## src/rtl/keypad_scanner.sv

```systemverilog
// 4x4 matrix keypad scanner: column strobe, 2-flop row sync, frame-level debounce, one-cycle key events.
// Optional auto-repeat while a key is held is built only when KEYPAD_REPEAT_EN is defined.
module keypad_scanner #(
    parameter logic [15:0] SCAN_DIV        = 16'd50000,
    parameter int unsigned DEBOUNCE_FRAMES = 4
`ifdef KEYPAD_REPEAT_EN
    ,
    parameter int unsigned REPEAT_DELAY    = 25,
    parameter int unsigned REPEAT_RATE     = 5
`endif
) (
    input  logic       CLK,
    input  logic       RESET_N,
    input  logic [3:0] KEY_ROW,
    output logic [3:0] KEY_COL,
    output logic [3:0] KEY_CODE,
    output logic       KEY_VALID,
    output logic       KEY_HELD
);

    localparam logic [1:0] ST_IDLE    = 2'd0;
    localparam logic [1:0] ST_CONFIRM = 2'd1;
    localparam logic [1:0] ST_HELD    = 2'd2;
    localparam logic [1:0] ST_RELEASE = 2'd3;

    localparam logic [3:0] DB_FRAMES = 4'(DEBOUNCE_FRAMES);

    logic [3:0]  row_meta_q, row_sync_q;
    logic [15:0] slot_q, slot_d;
    logic [1:0]  col_q, col_d;
    logic [3:0]  col_drv_q, col_drv_d;
    logic [1:0]  acc_n_q, acc_n_d;
    logic [3:0]  acc_key_q, acc_key_d;
    logic [1:0]  state_q, state_d;
    logic [3:0]  cand_q, cand_d;
    logic [3:0]  cnt_q, cnt_d;
    logic [3:0]  code_q, code_d;
    logic        valid_q, valid_d;
    logic        held_q, held_d;

    logic        slot_end, frame_end;
    logic [3:0]  hits;
    logic [1:0]  col_n;
    logic [1:0]  row_idx;
    logic [1:0]  sum_n;
    logic [3:0]  sum_key;
    logic [3:0]  cnt_inc;

`ifdef KEYPAD_REPEAT_EN
    localparam logic [7:0] RPT_DELAY = 8'(REPEAT_DELAY);
    localparam logic [7:0] RPT_RATE  = 8'(REPEAT_RATE);
    logic [7:0] rep_q, rep_d;
    logic [7:0] rate_q, rate_d;
`endif

    // Column strobe timing
    always_comb begin
        slot_end  = (slot_q == SCAN_DIV - 16'd1);
        frame_end = slot_end && (col_q == 2'd3);
        slot_d    = slot_end ? '0 : slot_q + 16'd1;
        col_d     = slot_end ? col_q + 2'd1 : col_q;
        col_drv_d = ~(4'b0001 << col_d);
    end

    // Closure count for the current column (saturates at 2 = MULTI), merged into the frame accumulator
    always_comb begin
        hits    = ~row_sync_q;
        col_n   = 2'd0;
        row_idx = 2'd0;
        for (int unsigned r = 0; r < 4; r++) begin
            if (hits[r]) begin
                col_n   = (col_n == 2'd2) ? 2'd2 : col_n + 2'd1;
                row_idx = 2'(r);
            end
        end
        if (acc_n_q == 2'd0) begin
            sum_n   = col_n;
            sum_key = {row_idx, col_q};
        end else if (col_n == 2'd0) begin
            sum_n   = acc_n_q;
            sum_key = acc_key_q;
        end else begin
            sum_n   = 2'd2;
            sum_key = acc_key_q;
        end
        acc_n_d   = acc_n_q;
        acc_key_d = acc_key_q;
        if (slot_end) begin
            acc_n_d   = frame_end ? 2'd0 : sum_n;
            acc_key_d = frame_end ? 4'd0 : sum_key;
        end
    end

    always_comb begin
        state_d = state_q;
        cand_d  = cand_q;
        cnt_d   = cnt_q;
        code_d  = code_q;
        valid_d = 1'b0;
        cnt_inc = (cnt_q == 4'hF) ? cnt_q : cnt_q + 4'd1;
        if (frame_end) begin
            case (state_q)
                ST_IDLE: begin
                    if (sum_n == 2'd1) begin
                        cand_d  = sum_key;
                        cnt_d   = 4'd1;
                        state_d = ST_CONFIRM;
                    end
                end
                ST_CONFIRM: begin
                    if (sum_n == 2'd1) begin
                        if (sum_key == cand_q) begin
                            cnt_d = cnt_inc;
                            if (cnt_inc >= DB_FRAMES) begin
                                code_d  = cand_q;
                                valid_d = 1'b1;
                                cnt_d   = 4'd0;
                                state_d = ST_HELD;
                            end
                        end else begin
                            cand_d = sum_key;
                            cnt_d  = 4'd1;
                        end
                    end else begin
                        cnt_d   = 4'd0;
                        state_d = ST_IDLE;
                    end
                end
                ST_HELD: begin
                    if (sum_n == 2'd0) begin
                        cnt_d   = 4'd1;
                        state_d = ST_RELEASE;
                    end
                end
                default: begin
                    if (sum_n == 2'd0) begin
                        cnt_d = cnt_inc;
                        if (cnt_inc >= DB_FRAMES) begin
                            cnt_d   = 4'd0;
                            state_d = ST_IDLE;
                        end
                    end else begin
                        cnt_d   = 4'd0;
                        state_d = ST_HELD;
                    end
                end
            endcase
        end
`ifdef KEYPAD_REPEAT_EN
        // Repeat counters run only across frames that both start and stay in HELD
        rep_d  = rep_q;
        rate_d = rate_q;
        if (state_d != ST_HELD || state_q != ST_HELD) begin
            rep_d  = '0;
            rate_d = '0;
        end else if (frame_end) begin
            if (rep_q != RPT_DELAY) begin
                rep_d = rep_q + 8'd1;
                if (rep_d == RPT_DELAY) begin
                    valid_d = 1'b1;
                end
            end else begin
                rate_d = rate_q + 8'd1;
                if (rate_d == RPT_RATE) begin
                    valid_d = 1'b1;
                    rate_d  = '0;
                end
            end
        end
`endif
        held_d = (state_d == ST_HELD) || (state_d == ST_RELEASE);
    end

    always_ff @(posedge CLK or negedge RESET_N) begin
        if (!RESET_N) begin
            row_meta_q <= '1;
            row_sync_q <= '1;
            slot_q     <= '0;
            col_q      <= '0;
            col_drv_q  <= 4'b1110;
            acc_n_q    <= '0;
            acc_key_q  <= '0;
            state_q    <= ST_IDLE;
            cand_q     <= '0;
            cnt_q      <= '0;
            code_q     <= '0;
            valid_q    <= 1'b0;
            held_q     <= 1'b0;
        end else begin
            row_meta_q <= KEY_ROW;
            row_sync_q <= row_meta_q;
            slot_q     <= slot_d;
            col_q      <= col_d;
            col_drv_q  <= col_drv_d;
            acc_n_q    <= acc_n_d;
            acc_key_q  <= acc_key_d;
            state_q    <= state_d;
            cand_q     <= cand_d;
            cnt_q      <= cnt_d;
            code_q     <= code_d;
            valid_q    <= valid_d;
            held_q     <= held_d;
        end
    end

`ifdef KEYPAD_REPEAT_EN
    always_ff @(posedge CLK or negedge RESET_N) begin
        if (!RESET_N) begin
            rep_q  <= '0;
            rate_q <= '0;
        end else begin
            rep_q  <= rep_d;
            rate_q <= rate_d;
        end
    end
`endif

    assign KEY_COL   = col_drv_q;
    assign KEY_CODE  = code_q;
    assign KEY_VALID = valid_q;
    assign KEY_HELD  = held_q;

endmodule

```

## config.mk

```make
export PLATFORM = sky130hd
export DESIGN_NAME = keypad_scanner
export DESIGN_NICKNAME = d
export VERILOG_FILES = /design/src/rtl/keypad_scanner.sv
export SDC_FILE = /design/constraint.sdc
export NUM_CORES = 1
export LEC_CHECK = 0
export BUFFER_PORTS_ARGS = -buffer_cell sky130_fd_sc_hd__buf_2
export CELL_PAD_IN_SITES_DETAIL_PLACEMENT = 1
export CELL_PAD_IN_SITES_GLOBAL_PLACEMENT = 1
export CORE_MARGIN = 4
export CORE_UTILIZATION = 50
export DETAILED_ROUTE_END_ITERATION = 12
export PLACE_DENSITY = 0.79
export SLEW_MARGIN = 0
export SYNTH_ARGS = -nofsm -noshare
export SYNTH_HDL_FRONTEND = slang
export SYNTH_SLANG_ARGS = --single-unit
export TNS_END_PERCENT = 20
```

## constraint.sdc

```tcl
create_clock -name CLK -period 6.3 [get_ports CLK]
set_input_delay 1.26 -clock CLK [delete_from_list [all_inputs] [get_ports CLK]]
set_output_delay 1.26 -clock CLK [all_outputs]
set_load 0.1 [all_outputs]
```

# Word-level counts from Yosys, hierarchy flattened
# Index checks and enable logic that the tools add are counted.
# Widths: inputs -> output; s select.
# totals
reg_bits	52
input_bits	6
out_inout_bits	10
wordCells	92
# op_classes
n_addsub	6
n_lt_le_gt_ge	1
n_eq_ne	16
shift	1
n_mux	43
n_bitwise	2
n_reduce_logical	10
# ops
cell	count
$mux 4	12
$mux 2	20
$add 16x1->16 const B	1
$eq 16x16->1 const B	1
$mux 16	1
$eq 2x2->1 const B	7
$pmux 4 s3	1
$reduce_and 5->1	2
$add 2x1->2 const B	4
$logic_not 2->1	4
$ne 2x2->1 const B	4
$not 4->4	2
$pmux 4 s2	1
$mux 1	7
$pmux 2 s3	1
$add 4x1->4 const B	1
$eq 2x1->1 const B	2
$eq 4x4->1	1
$eq 4x4->1 const B	1
$ge 4x3->1 const B	1
$shl 1x2->4 const A	1
$reduce_and 3->1	1
$reduce_bool 2->1	1
$logic_and 1x1->1	1
$logic_or 1x1->1	1

# Logic depth before layout (Yosys ltp)
# logic_depth
ltp_word	20
depth_mapped	11
ltp_nobuf	10

# Least setup slack after synthesis
# OpenSTA, ideal clock, no wires.
# synth_timing
kind	reg-to-reg
start	register row_sync_q[0]
end	register code_q[0] (netlist: KEY_CODE[0])
arrival_time_ns	2.661
required_time_ns	6.172
slack_ns	3.511
stages_incl_launch_ff	11
period_less_slack_ns	2.789
cell_sequence	dfstp_2 > inv_1 > ha_1 > mux2i_1 > ha_1 > nor2b_1 > a311oi_2 > o21ai_2 > nor4bb_1 > buf_2 > mux2_1
# synth_between
elab_chain_cells	16
elab_cells_between_ends	19
# synth_lines
element	line_no	source
from (decl)	28	logic [3:0] row_meta_q, row_sync_q;
from (signal assigned)	191	row_sync_q <= row_meta_q;
$not 4->4 (*)	67	hits = ~row_sync_q;
$mux 1 (*)	71	if (hits[r]) begin
$add 2x1->2 / $eq 2x2->1 (equally long branches)	72	col_n = (col_n == 2'd2) ? 2'd2 : col_n + 2'd1;
$mux 2	72	
$mux 2 (*)	71	
$add 2x1->2 / $eq 2x2->1 (equally long branches)	72	
$mux 2	72	
$mux 2 (*)	71	
$add 2x1->2 / $eq 2x2->1 (equally long branches)	72	
$mux 2	72	
$mux 2 (*)	71	
$logic_not 2->1	79	end else if (col_n == 2'd0) begin
$mux 2	79	
$mux 2 (*)	76	if (acc_n_q == 2'd0) begin
$eq 2x1->1 (*)	111	if (sum_n == 2'd1) begin
$reduce_and 5->1 (no line) (*)	n/a	
to (signal assigned)	200	code_q <= code_d;
to (decl)	37	logic [3:0] code_q, code_d;
# Every way passes the cells marked *; elsewhere a longest branch is shown, timed or not.
# A chain may end at the register's enable or synchronous reset.

# Worst setup path after layout
# layout_timing
start	register row_sync_q[0]
end	register code_q[3] (netlist: KEY_CODE[3])
# The elaborated chain is that of the path after synthesis.

==> impl_metrics.csv <==
group,metric,value,unit
floorplanning,io_pins,16,
power_and_ir_drop,cellLeakagePower,1.30,nW
setup_path,r2r_setup_slack,2.80,ns
clocking,clk_latency,0.30,ns
logic_synthesis,yosysWarningCount,0,
clocking,cts_buffers,5,
logic_synthesis,synthTopCellsByArea,"dfrtp_1 (41%), dfstp_2 (11%), xnor2_1 (4.9%)",
sta,fmax,285,MHz
detailed_routing,drt.antenna.violating_nets,0,
sta,setup_viol,0,
place,hpwl,3640,um
floorplanning,die_y,78.9,um
logic_synthesis,synth_cells,227,
power_and_ir_drop,cellPowerDensity,227,nW/um^2
logic_synthesis,ys_seq_area_share,52.3,%
min_path,hp-start,"row_meta_q[0]",
cells_and_area,nNetsFinal,257,
detailed_routing,drt-initial-drc-count,38,
floorplanning,core,4790,um^2
global_routing,antenna_found_initial,0,
detailed_routing,firstDrtPassIters,4,
place,port_buffers,15,
sta,min_period,3.50,ns
setup_path,start_kind,"register",
floorplanning,fp.dieArea,6230,um^2
logic_synthesis,yosys.area.top_type,"dfrtp_1",
clocking,cts.clk_slew.worst_paths,0.09,ns
status,status,"completed",
min_path,min_to,"row_sync_q[0]",
sta,period_share,55.6,%
sta,tightestPinTransition,1.00,ns
cells_and_area,final_layout_size_suffix_gt1_share,19.1,%
logic_synthesis,synth_edf_count,0,
place,place_congestion,0.788,
logic_synthesis,ys.flop_type,"dfrtp_1",
setup_path,critPathMostFrequentCell,"ha_1",
setup_path,crit_cells,9,
logic_synthesis,synth_nets,239,
sta,clock_skew,0.00918,ns
detailed_routing,route.met3.wl,117,um
detailed_routing,viasPerCell,5.53,
place,placedInstanceArea,2650,um^2
clocking,cts_hold_buf,0,
clocking,cts_sinks,52,
global_routing,grt_pass1_wl,9180,um
detailed_routing,drc,0,
setup_path,cpLargestDelayFamily,"simple AND/OR/NAND/NOR gates",
clocking,cts_setup_buffers,0,
sta,relSlewSlack,32.3,%
power_and_ir_drop,ir_worst_vdd,0.000162,V
setup_path,cp_data_arrival_time,3.69,ns
setup_path,crit_fanout,6,
floorplanning,initial_core_util,52.6,%
logic_synthesis,synth_top_area_share,40.8,%
setup_path,required,6.48,ns
setup_path,cpMaxStageDelayCell,"nor4bb_1",
global_routing,first_global_vias,1870,
setup_path,r2r-start,"row_sync_q[0]",
clocking,cts_max_level,2,
setup_path,r2r_end,"KEY_CODE[3]",
detailed_routing,vias,1731,
detailed_routing,wl_met2,2630,um
job,drv_cap,0,
global_routing,grt_start_max_net_pins,53,
detailed_routing,wire_per_inst,16.3,um
setup_path,cp.buffers_inverters,1,
cells_and_area,fillCellCount,513,
detailed_routing,wl,5110,um
logic_synthesis,ys_ff_latch,52,
cells_and_area,multiInputGateArea,1150,um^2
floorplanning,die_w,78.9,um
setup_path,crit_chain,"inv_1, ha_1, mux2i_1, ha_1, nor2b_1, a311oi_2, o21ai_2, nor4bb_1, mux2_1",
sta,drv_slew,0,
logic_synthesis,synthesis.area,2520,um^2
min_path,worst_hold_path_type,"reg2reg",
clocking,cts_tree,"built",
global_routing,globalRouteTotalUtil,18.8,%
clocking,post_cts_resized,0,
sta,hold_viol,0,
setup_path,ff2ff_path_depth,9,
sta,tns,0,ns
floorplanning,rows,25,
logic_synthesis,async_flop_share,100,%
setup_path,cp-end-kind,"register",
cells_and_area,antennaDiodeCount,0,
logic_synthesis,synth_cell_type_count,53,
min_path,whs_path_depth,0,
cells_and_area,final_area,2790,um^2
clocking,cts_root_buffer,"clkbuf_8",
detailed_routing,wl_met1,2290,um
global_routing,grt-ovfl-total,0,
logic_synthesis,synth_area_per_cell,11.1,um^2
setup_path,slowest_delay,0.88,ns
setup_path,path_class,"reg2reg",
cells_and_area,seq_area,1320,um^2
cells_and_area,syn2layout_area_growth,10.7,%
detailed_routing,top_layer,"met4",
sta,rsz0062_at_grt,"no",
clocking,clockBufferDepth,2,
## registers in the layout, summed over array words and instances, names as in the netlist, 4 cells and up
signal	count
row_meta_q	4
row_sync_q	4
acc_key_q	4
cnt_q	4
KEY_COL	4
KEY_CODE	4
cand_q	4
slot_q	16
## area by class of cell
cell class,instances,area share [%]
inverter,7,0.943
clock inverter,2,2.16
clock buffer,6,2.60
sequential,52,47.2
multi-input combinational,163,41.1
timing repair buffer,16,2.96
tap,67,3.01
## per-stage QoR
| stage | instances | hold WS, ns | util, % | power [W] | setup WS, ns |
|---|---|---|---|---|---|
| floorplan | 227 | 0.345 | - | 0.000364 | 3.51 |
| global placement | 305 | 0.345 | 55.5 | 0.000376 | 2.86 |
| detailed placement | 305 | 0.347 | 55.5 | 0.000376 | 2.80 |
| CTS | 313 | 0.360 | 58.2 | 0.000642 | 2.76 |
| global route | 313 | 0.368 | 58.2 | 0.000660 | 2.55 |
| finish | 313 | 0.359 | 58.2 | 0.000632 | 2.80 |
## worst reg2reg max path, cell delays in order, from the launching register on
cell,delay (ns)
dfstp_2,0.54
inv_1,0.04
ha_1,0.30
mux2i_1,0.35
ha_1,0.31
nor2b_1,0.15
a311oi_2,0.26
o21ai_2,0.16
nor4bb_1,0.88
mux2_1,0.39
## layout by cell type, fill, tap and decap left out, drive strengths merged, types with 4 or more instances in the layout
cell | netlist | routed
dfrtp | 41 | 41
nand3 | 5 | 5
a21oi | 7 | 7
o21ai | 8 | 8
nand2b | 6 | 6
inv | 7 | 7
nor2 | 16 | 16
mux2 | 8 | 8
xnor2 | 14 | 14
a21boi | 4 | 4
ha | 6 | 6
a31oi | 4 | 4
nand2 | 28 | 28
xor2 | 6 | 6
clkbuf | 1 | 6
dfstp | 11 | 11
and4 | 4 | 4
or2 | 4 | 4
buf | 4 | 16
## power breakdown
group	switching (W)	internal, W	total [W]
Clock	0.000104	0.000159	0.000262
Combinational	0.0000192	0.0000100	0.0000293
Sequential	0.00000236	0.000338	0.000341
Total	0.000125	0.000507	0.000632
## synth_stat cells, types with 2 or more instances
cell and count:
dfrtp_1 41, nand2_1 28, nor2_1 15, xnor2_1 14
dfstp_2 11, a21oi_1 7, inv_1 7, ha_1 6
mux2_1 6, nand2b_1 6, o21ai_0 6, xor2_1 6
nand3_1 5, a21boi_0 4, a31oi_1 4, and4_1 4
and2_1 3, nand4_1 3, nor2b_1 3, o31ai_1 3
or2_2 3, a21o_1 2, a311oi_2 2, and3_1 2
buf_2 2, mux2_2 2, nor3_1 2, o211a_1 2
o21a_1 2, o32a_1 2, or3_1 2
## worst max path at each step
stage	to	slack, ns	from
3_5_place_dp	KEY_CODE[3]	2.80	row_sync_q[1]
5_1_grt	KEY_CODE[3]	2.55	row_sync_q[1]
3_3_place_gp	KEY_CODE[0]	2.86	row_sync_q[0]
6_report	KEY_CODE[3]	2.80	row_sync_q[0]
2_1_floorplan	KEY_CODE[0]	3.51	row_sync_q[0]
4_1_cts	KEY_CODE[3]	2.76	row_sync_q[1]
## cell families after synthesis
kind of cell	after synthesis	synth area share, %
AOI/OAI and AO/OA	43	12.7
and+or+nand+nor	85	18.9
DFF	52	52.3
adders and majority gates	6	2.98
muxes	9	3.98
xor gates and xnor gates	20	6.96
buffers and inverters	12	2.19
## per-layer routing
metal,vias to the layer above,global-route usage (%)
met3,6,3.06
met4,0,5.67
li1,837,-
met2,17,33.8
met5,-,0
met1,871,23.3
(Power assumes the default switching activity.)
